===== config.mk =====
export PLATFORM = sky130hd
export DESIGN_NAME = change_ack_responder
export DESIGN_NICKNAME = d
export VERILOG_FILES = /design/src/rtl/crush_chg_pkg.sv /design/src/rtl/chg_fifo.sv /design/src/rtl/change_ack_responder.sv
export SDC_FILE = /design/constraint.sdc
export NUM_CORES = 1
export LEC_CHECK = 0
export ABC_AREA = 1
export CORE_UTILIZATION = 50
export DETAILED_ROUTE_END_ITERATION = 10
export MAX_ROUTING_LAYER = met4
export PLACE_DENSITY_LB_ADDON = 0.25
export SETUP_SLACK_MARGIN = 0.5
export SLEW_MARGIN = 20
export SYNTH_ARGS = -nofsm -noshare
export SYNTH_HDL_FRONTEND = slang
export SYNTH_SLANG_ARGS = --single-unit

===== constraint.sdc =====
create_clock -name clk -period 2.7 [get_ports clk]
set_input_delay 0.27 -clock clk [delete_from_list [all_inputs] [get_ports clk]]
set_output_delay 0.27 -clock clk [all_outputs]
set_load 0.05 [all_outputs]

===== src/rtl/crush_chg_pkg.sv =====
// crush_chg_pkg: shared state encoding and default sizes for the change-ack responder.
package crush_chg_pkg;
  typedef enum logic {CHG_IDLE, CHG_ACK} chg_state_e;
  localparam int CHG_WIDTH = 32;
  localparam int CHG_DEPTH = 4;
  localparam int CHG_TS_WIDTH = 32;
endpackage


===== src/rtl/chg_fifo.sv =====
// chg_fifo: first-word-fall-through circular buffer with push, pop, full, empty and count.
module chg_fifo #(
  parameter int W = 32,
  parameter int DEPTH = 4
) (
  input  logic                     clk,
  input  logic                     rst,
  input  logic                     i_push,
  input  logic                     i_pop,
  input  logic [W-1:0]             i_data,
  output logic [W-1:0]             o_data,
  output logic                     o_full,
  output logic                     o_empty,
  output logic [$clog2(DEPTH):0]   o_count
);
  localparam int AW = $clog2(DEPTH);
  logic [W-1:0] r_mem [DEPTH];
  logic [AW-1:0] r_wr, r_rd;
  logic [AW:0] r_count;
  logic w_push, w_pop;
  assign o_full = r_count == (AW+1)'(DEPTH);
  assign o_empty = r_count == '0;
  assign w_push = i_push && !o_full;
  assign w_pop = i_pop && !o_empty;
  assign o_count = r_count;
  // Head reads as zero when empty so the output is defined straight out of reset.
  assign o_data = o_empty ? '0 : r_mem[r_rd];
  always_ff @(posedge clk) begin
    if (rst) begin
      r_wr <= '0;
      r_rd <= '0;
      r_count <= '0;
    end else begin
      if (w_push) r_wr <= r_wr + 1'b1;
      if (w_pop) r_rd <= r_rd + 1'b1;
      r_count <= r_count + (AW+1)'(w_push) - (AW+1)'(w_pop);
    end
  end
  always_ff @(posedge clk)
    if (w_push) r_mem[r_wr] <= i_data;
endmodule


===== src/rtl/change_ack_responder.sv =====
// change_ack_responder: captures the monitored register on each change request and holds ack until release.
// Optional CHG_TIMESTAMP_EN stores a free-running cycle timestamp with each entry.
module change_ack_responder
  import crush_chg_pkg::*;
#(
  parameter int WIDTH = CHG_WIDTH,
  parameter int DEPTH = CHG_DEPTH,
  parameter int TS_WIDTH = CHG_TS_WIDTH
) (
  input  logic                     clk,
  input  logic                     rst,
  input  logic                     chg,
  input  logic [WIDTH-1:0]         register,
  output logic                     ack,
  output logic                     out_valid,
  input  logic                     out_ready,
  output logic [WIDTH-1:0]         out_data,
`ifdef CHG_TIMESTAMP_EN
  output logic [TS_WIDTH-1:0]      out_ts,
`endif
  output logic [$clog2(DEPTH):0]   fifo_count
);
`ifdef CHG_TIMESTAMP_EN
  localparam int DW = WIDTH + TS_WIDTH;
  logic [TS_WIDTH-1:0] r_ts;
`else
  localparam int DW = WIDTH;
`endif
  chg_state_e r_state;
  logic r_ack;
  logic w_full, w_empty, w_push;
  logic [DW-1:0] w_din, w_dout;
  assign w_push = r_state == CHG_IDLE && chg && !w_full;
  assign ack = r_ack;
  assign out_valid = !w_empty;
  assign out_data = w_dout[WIDTH-1:0];
`ifdef CHG_TIMESTAMP_EN
  assign w_din = {r_ts, register};
  assign out_ts = w_dout[DW-1:WIDTH];
  always_ff @(posedge clk)
    r_ts <= rst ? '0 : r_ts + 1'b1;
`else
  assign w_din = register;
`endif
  always_ff @(posedge clk) begin
    if (rst) begin
      r_state <= CHG_IDLE;
      r_ack <= 1'b0;
    end else if (r_state == CHG_IDLE) begin
      if (w_push) begin
        r_state <= CHG_ACK;
        r_ack <= 1'b1;
      end
    end else if (!chg) begin
      r_state <= CHG_IDLE;
      r_ack <= 1'b0;
    end
  end
  chg_fifo #(.W(DW), .DEPTH(DEPTH)) u_fifo (
    .clk(clk),
    .rst(rst),
    .i_push(w_push),
    .i_pop(out_ready),
    .i_data(w_din),
    .o_data(w_dout),
    .o_full(w_full),
    .o_empty(w_empty),
    .o_count(fifo_count)
  );
endmodule


# ---- Yosys cells after proc, flatten, opt, wreduce, memory -nomap -nowiden
# Memory sizes are Yosys's and may differ from the RTL's. A register that Yosys moved wholly into a read port is not among the register bits.
# Index checks and enable logic that the tools add are counted.
dict set report classes {
  n_mux 11
  bitwise 1
  shifts 0
  n_lt_le_gt_ge 0
  n_eq_ne 2
  n_addsub 4
  reduce_logical 9
  n_mul 0
  n_div 0
}
# cell n
set op_table {}
lappend op_table {{$mux 32} 1}
lappend op_table {{$mux 1} 8}
lappend op_table {{$add 2x1->2 const B} 2}
lappend op_table {{$logic_and 1x1->1} 4}
lappend op_table {{$mux 2} 2}
lappend op_table {{$add 3x1->3} 1}
lappend op_table {{$eq 3x3->1 const B} 1}
lappend op_table {{$logic_not 3->1} 1}
lappend op_table {{$sub 3x1->3} 1}
lappend op_table {{$logic_not 1->1} 2}
lappend op_table {{$ne 2x2->1 const B} 1}
lappend op_table {{$reduce_and 2->1} 1}
lappend op_table {{$reduce_bool 2->1} 1}
lappend op_table {{$not 1->1} 1}
dict set report word_totals {
  latch_bits 0
  reg_bits 9
  mem_bits_ro 0
  out_inout_bits 37
  memories 1
  elab_cells 33
  mem_bits_rw 128
}
# memory words word_bits read_ports rd_clocked_by_memory_dff write_ports line
set mem_list {}
lappend mem_list {u_fifo.r_mem 4 32 1 1 1 chg_fifo.sv:17} ;# logic [W-1:0] r_mem [DEPTH];

# ---- Logic depth before layout (Yosys ltp)
dict set report logic_depth {
  word_depth 6
  mapped_depth 13
}

# ---- Cells and area by module
# A second synthesis with hierarchy kept.
dict set report hier_totals {
  hier_cells 588
  area_unflattened_um2 6087.1
}
# module area_each_um2 cells_each instances seq_area_each_um2
set by_module_without_submodules {}
lappend by_module_without_submodules {chg_fifo 5994.5 576 1 4023.9}
lappend by_module_without_submodules {change_ack_responder 92.6 12 1 40.0}

# ---- Least setup slack after synthesis
# No wires, ideal clock.
dict set report synth_path {
  kind {flip-flop to flip-flop}
  startpoint {register u_fifo.r_count[1], in the netlist u_fifo.o_count[1]}
  endpoint {memory u_fifo.r_mem[0][0] (enable)}
  arrival_time_ps 2456
  synth_period_minus_slack_ps 2877
  path_stages_with_launch 5
  slack_ps -177
  path_cell_list {dfxtp_1 nor2_1 nand2_1 nand2_1 nor2_1}
}
dict set report synth_between {
  elab_chain_cells 6
}
# item line
set synth_rtl {}
lappend synth_rtl {{start, declared} chg_fifo.sv:19} ;# logic [AW:0] r_count;
lappend synth_rtl {{start signal, assigned} chg_fifo.sv:36} ;# r_count <= r_count + (AW+1)'(w_push) - (AW+1)'(w_pop);
lappend synth_rtl {{$eq 3x3->1 *} chg_fifo.sv:21} ;# assign o_full = r_count == (AW+1)'(DEPTH);
lappend synth_rtl {{$logic_not 1->1 *} {chg_fifo.sv:23, change_ack_responder.sv:33}}
lappend synth_rtl {{$logic_and 1x1->1} change_ack_responder.sv:33} ;# assign w_push = r_state == CHG_IDLE && chg && !w_full;
lappend synth_rtl {{$logic_and 1x1->1 *} chg_fifo.sv:23} ;# assign w_push = i_push && !o_full;
lappend synth_rtl {{$mux 1 *} chg_fifo.sv:40} ;# if (w_push) r_mem[r_wr] <= i_data;
lappend synth_rtl {{$mux 1 (implied by the code) *} chg_fifo.sv:40}
lappend synth_rtl {{end, declared} chg_fifo.sv:17}
# Every way passes the cells marked *; elsewhere a longest branch is shown, timed or not.

==> reports/results.ini <==
[global_route]
grt-ovfl-total = 0
antenna_found_initial = 0
grt_max_degree = 37
grt_use_total_pct = 23.2
grt_pass1_wl_mm = 19.1
first_global_vias = 3810

[sta]
maxSlewHeadroom_pct = 67.1
holdWs_ns = 0.389
fmax_ghz = 0.470
drv_slew = 0
period_share_pct = 78.8
setup_tns_ns = 0
tightestPinTransition_ns = 0.491
rsz0062_at_grt = true
min_period_ns = 2.13
finalClockSkew_ns = 0.00809
setup_violations = 0
hold_viol_final = 0

[critical_path]
r2r-end = u_fifo.o_count[2]
endpoint_kind = output pin
r2r_cells = 13
r2r-start = u_fifo.o_count[1]
crit_type = reg2out
worstSetupStartpointType = register
reg2reg_slack_ns = 0.63
crit_arrival_ns = 1.86
critPathMaxFanout = 32
cp.required_ns = 2.43

[yosys]
syn_nets = 497
syn-instance-count = 454
synth_fa_ha_area_share_pct = 1.72
synth_area_um2 = 5520
yosys_warnings = 0
yosys.cell_types.count = 18
syn_area_per_cell_um2 = 12.2
synth_compound_area_share_pct = 9.03
synthSimpleGateAreaFrac_pct = 11.3
synth_mux_area_share_pct = 0
synth_xor_area_share_pct = 0.159
yosysSeqAreaShare_pct = 73.7
ys_ff_latch = 139
synth_top_family_by_area = simple AND/OR/NAND/NOR gates

[clock_network]
htreeDepth = 4
cts_tree = yes
clkTransAtPathRegs_ns = 0.06
cts_root_buf = clkbuf_8
cts_buffers = 17
clock_latency_ns = 0.50
clock_sinks = 139
clock_path_buffers = 2

[routing]
post_drt_via_cell_ratio = 5.31
drt-initial-drc-count = 198
num_vias = 3636
ant_nets = 0
wirelength_mm = 11.7
dr.pass1.iters = 5
drc = 0
wl_per_cell_um = 17.1

[power_and_ir_drop]
swShare_pct = 37.8
max-vdd-ir-drop_uv = 781
p_sw_mw = 3.66
pwr-share-comb_pct = 48.7
clkPwrFrac_pct = 23.3
p_leak_nw = 2.67
internal_power_mw = 6.02
powerDensity_nw_per_um2 = 1280
p_seq_share_pct = 28.1

[floorplanning]
dieArea_um2 = 11500
die_y_um = 107
initial_core_util_pct = 52.5
rows = 37
die_w_um = 107
core-area_um2 = 10500
pin_count = 73

[placed_design]
gp_congestion = 0.773
portBuffers = 72
place_inst = 650
dpl.hpwl_mm = 6.47

[min_path]
min_from = chg
hp-class = in2reg
hold-path-endpoint = r_state
holdPathStages = 3

[layout]
syn_to_final_growth_pct = 36.7
most-common-layout-cells = 140 x nor2_1, 128 x edfxtp_1, 40 x clkdlybuf4s50_1, 37 x o21ai_1, 36 x buf_12
post-route-util_pct = 71.7
drive_above_1_share_pct = 21.5
fill_cells = 684
diodes = 0
final_cells = 685
fin_nets = 581
final_common_cell = nor2_1

[outcome]
status = finished, final reports clean

[run]
max_cap_viol_count = 0

flip-flops by register name, indices dropped and copies added (netlist names), named ones only:
name and count:
u_fifo.r_rd 2, u_fifo.r_mem 128, u_fifo.o_count 3, ack 1
u_fifo.r_wr 2, r_state 1
power by group through the flow:
stage | sequential (mW) | clock, mW | combinational [mW]
2_1_floorplan | 2.80 | 0 | 2.29
3_3_place_gp | 2.72 | 0 | 4.29
3_5_place_dp | 2.73 | 0 | 4.33
4_1_cts | 2.71 | 2.28 | 4.62
5_1_grt | 2.74 | 2.37 | 4.97
6_report | 2.72 | 2.25 | 4.71
layout make-up:
type                       instances  area (um^2)  share of cell area [%]
clock inverter                     9          148                    1.96
tap                              136          170                    2.26
multi-input combinational        271         1390                    18.4
clock buffer                      21          429                    5.69
inverter                          21         92.6                    1.23
sequential                       139         4070                    54.0
timing repair buffer              88         1240                    16.4
per-stage QoR:
step           total power [mW]  cell area, um^2  worst slack [ns]
2_1_floorplan              5.09             5540             0.515
3_3_place_gp               7.01             6740             0.523
3_5_place_dp               7.06             6740             0.455
4_1_cts                    9.61             7480             0.438
5_1_grt                    10.1             7540             0.474
6_report                   9.68             7540             0.572
cell families (layout without fill, tap and decap cells):
kind of cell	count (synthesis)	after routing
xor+xnor	1	1
compound gates	99	99
buf+inv	44	139
fa+ha+maj	7	7
simple gates	164	164
flops	139	139
synth_stat cells:
cell | n | area share (%)
o211ai_1 | 1 | 0.14
inv_2 | 1 | 0.068
nand2_1 | 15 | 1.0
edfxtp_1 | 128 | 70
xor2_1 | 1 | 0.16
a21oi_1 | 34 | 3.1
buf_2 | 8 | 0.73
buf_6 | 7 | 1.4
nand3_1 | 3 | 0.27
o21ai_0 | 27 | 2.4
o21ai_1 | 37 | 3.4
nor2_1 | 145 | 9.9
clkbuf_1 | 8 | 0.54
fa_1 | 1 | 0.36
dfxtp_1 | 11 | 4.0
ha_1 | 6 | 1.4
nand3b_1 | 1 | 0.14
inv_1 | 20 | 1.4
worst max-delay path by stage:
stage,from,endpoint,cells past startpoint
final,register,out_data[18],6
after global routing,register,out_data[5],5
after CTS,u_fifo.o_count[1],out_data[8],6
after detailed placement,chg,u_fifo.o_count[2],12
after global placement,out_ready,u_fifo.o_count[2],12
after floorplan,u_fifo.o_count[1],u_fifo.r_mem[0][0],4
metal layers:
layer | GRT usage [%] | part of all wire, % | vias to the layer above
met2 | 38.5 | 53 | 117
li1 | - | - | 1743
met4 | 8.41 | 1.1 | 0
met3 | 5.53 | 4.8 | 10
met5 | - | 0 | -
met1 | 27.8 | 41 | 1766
worst max-delay path: stages (launching register included):
cell     delay [ns]
dfxtp_4        0.43
buf_12         0.22
nor2_1         0.07
nor2_1         0.10
o21ai_0        0.14
a21oi_2        0.24
buf_12         0.17
repair_timing:
item / CTS / global route
pin swaps: 0 / 3
hold buffers: 0 / 0
cloned: 1 / 0
setup buffers: 3 / 1
gates resized for setup: 31 / 14
setup endpoints to repair: 32 / 28
No activity file was read; power rests on OpenSTA's default activity.
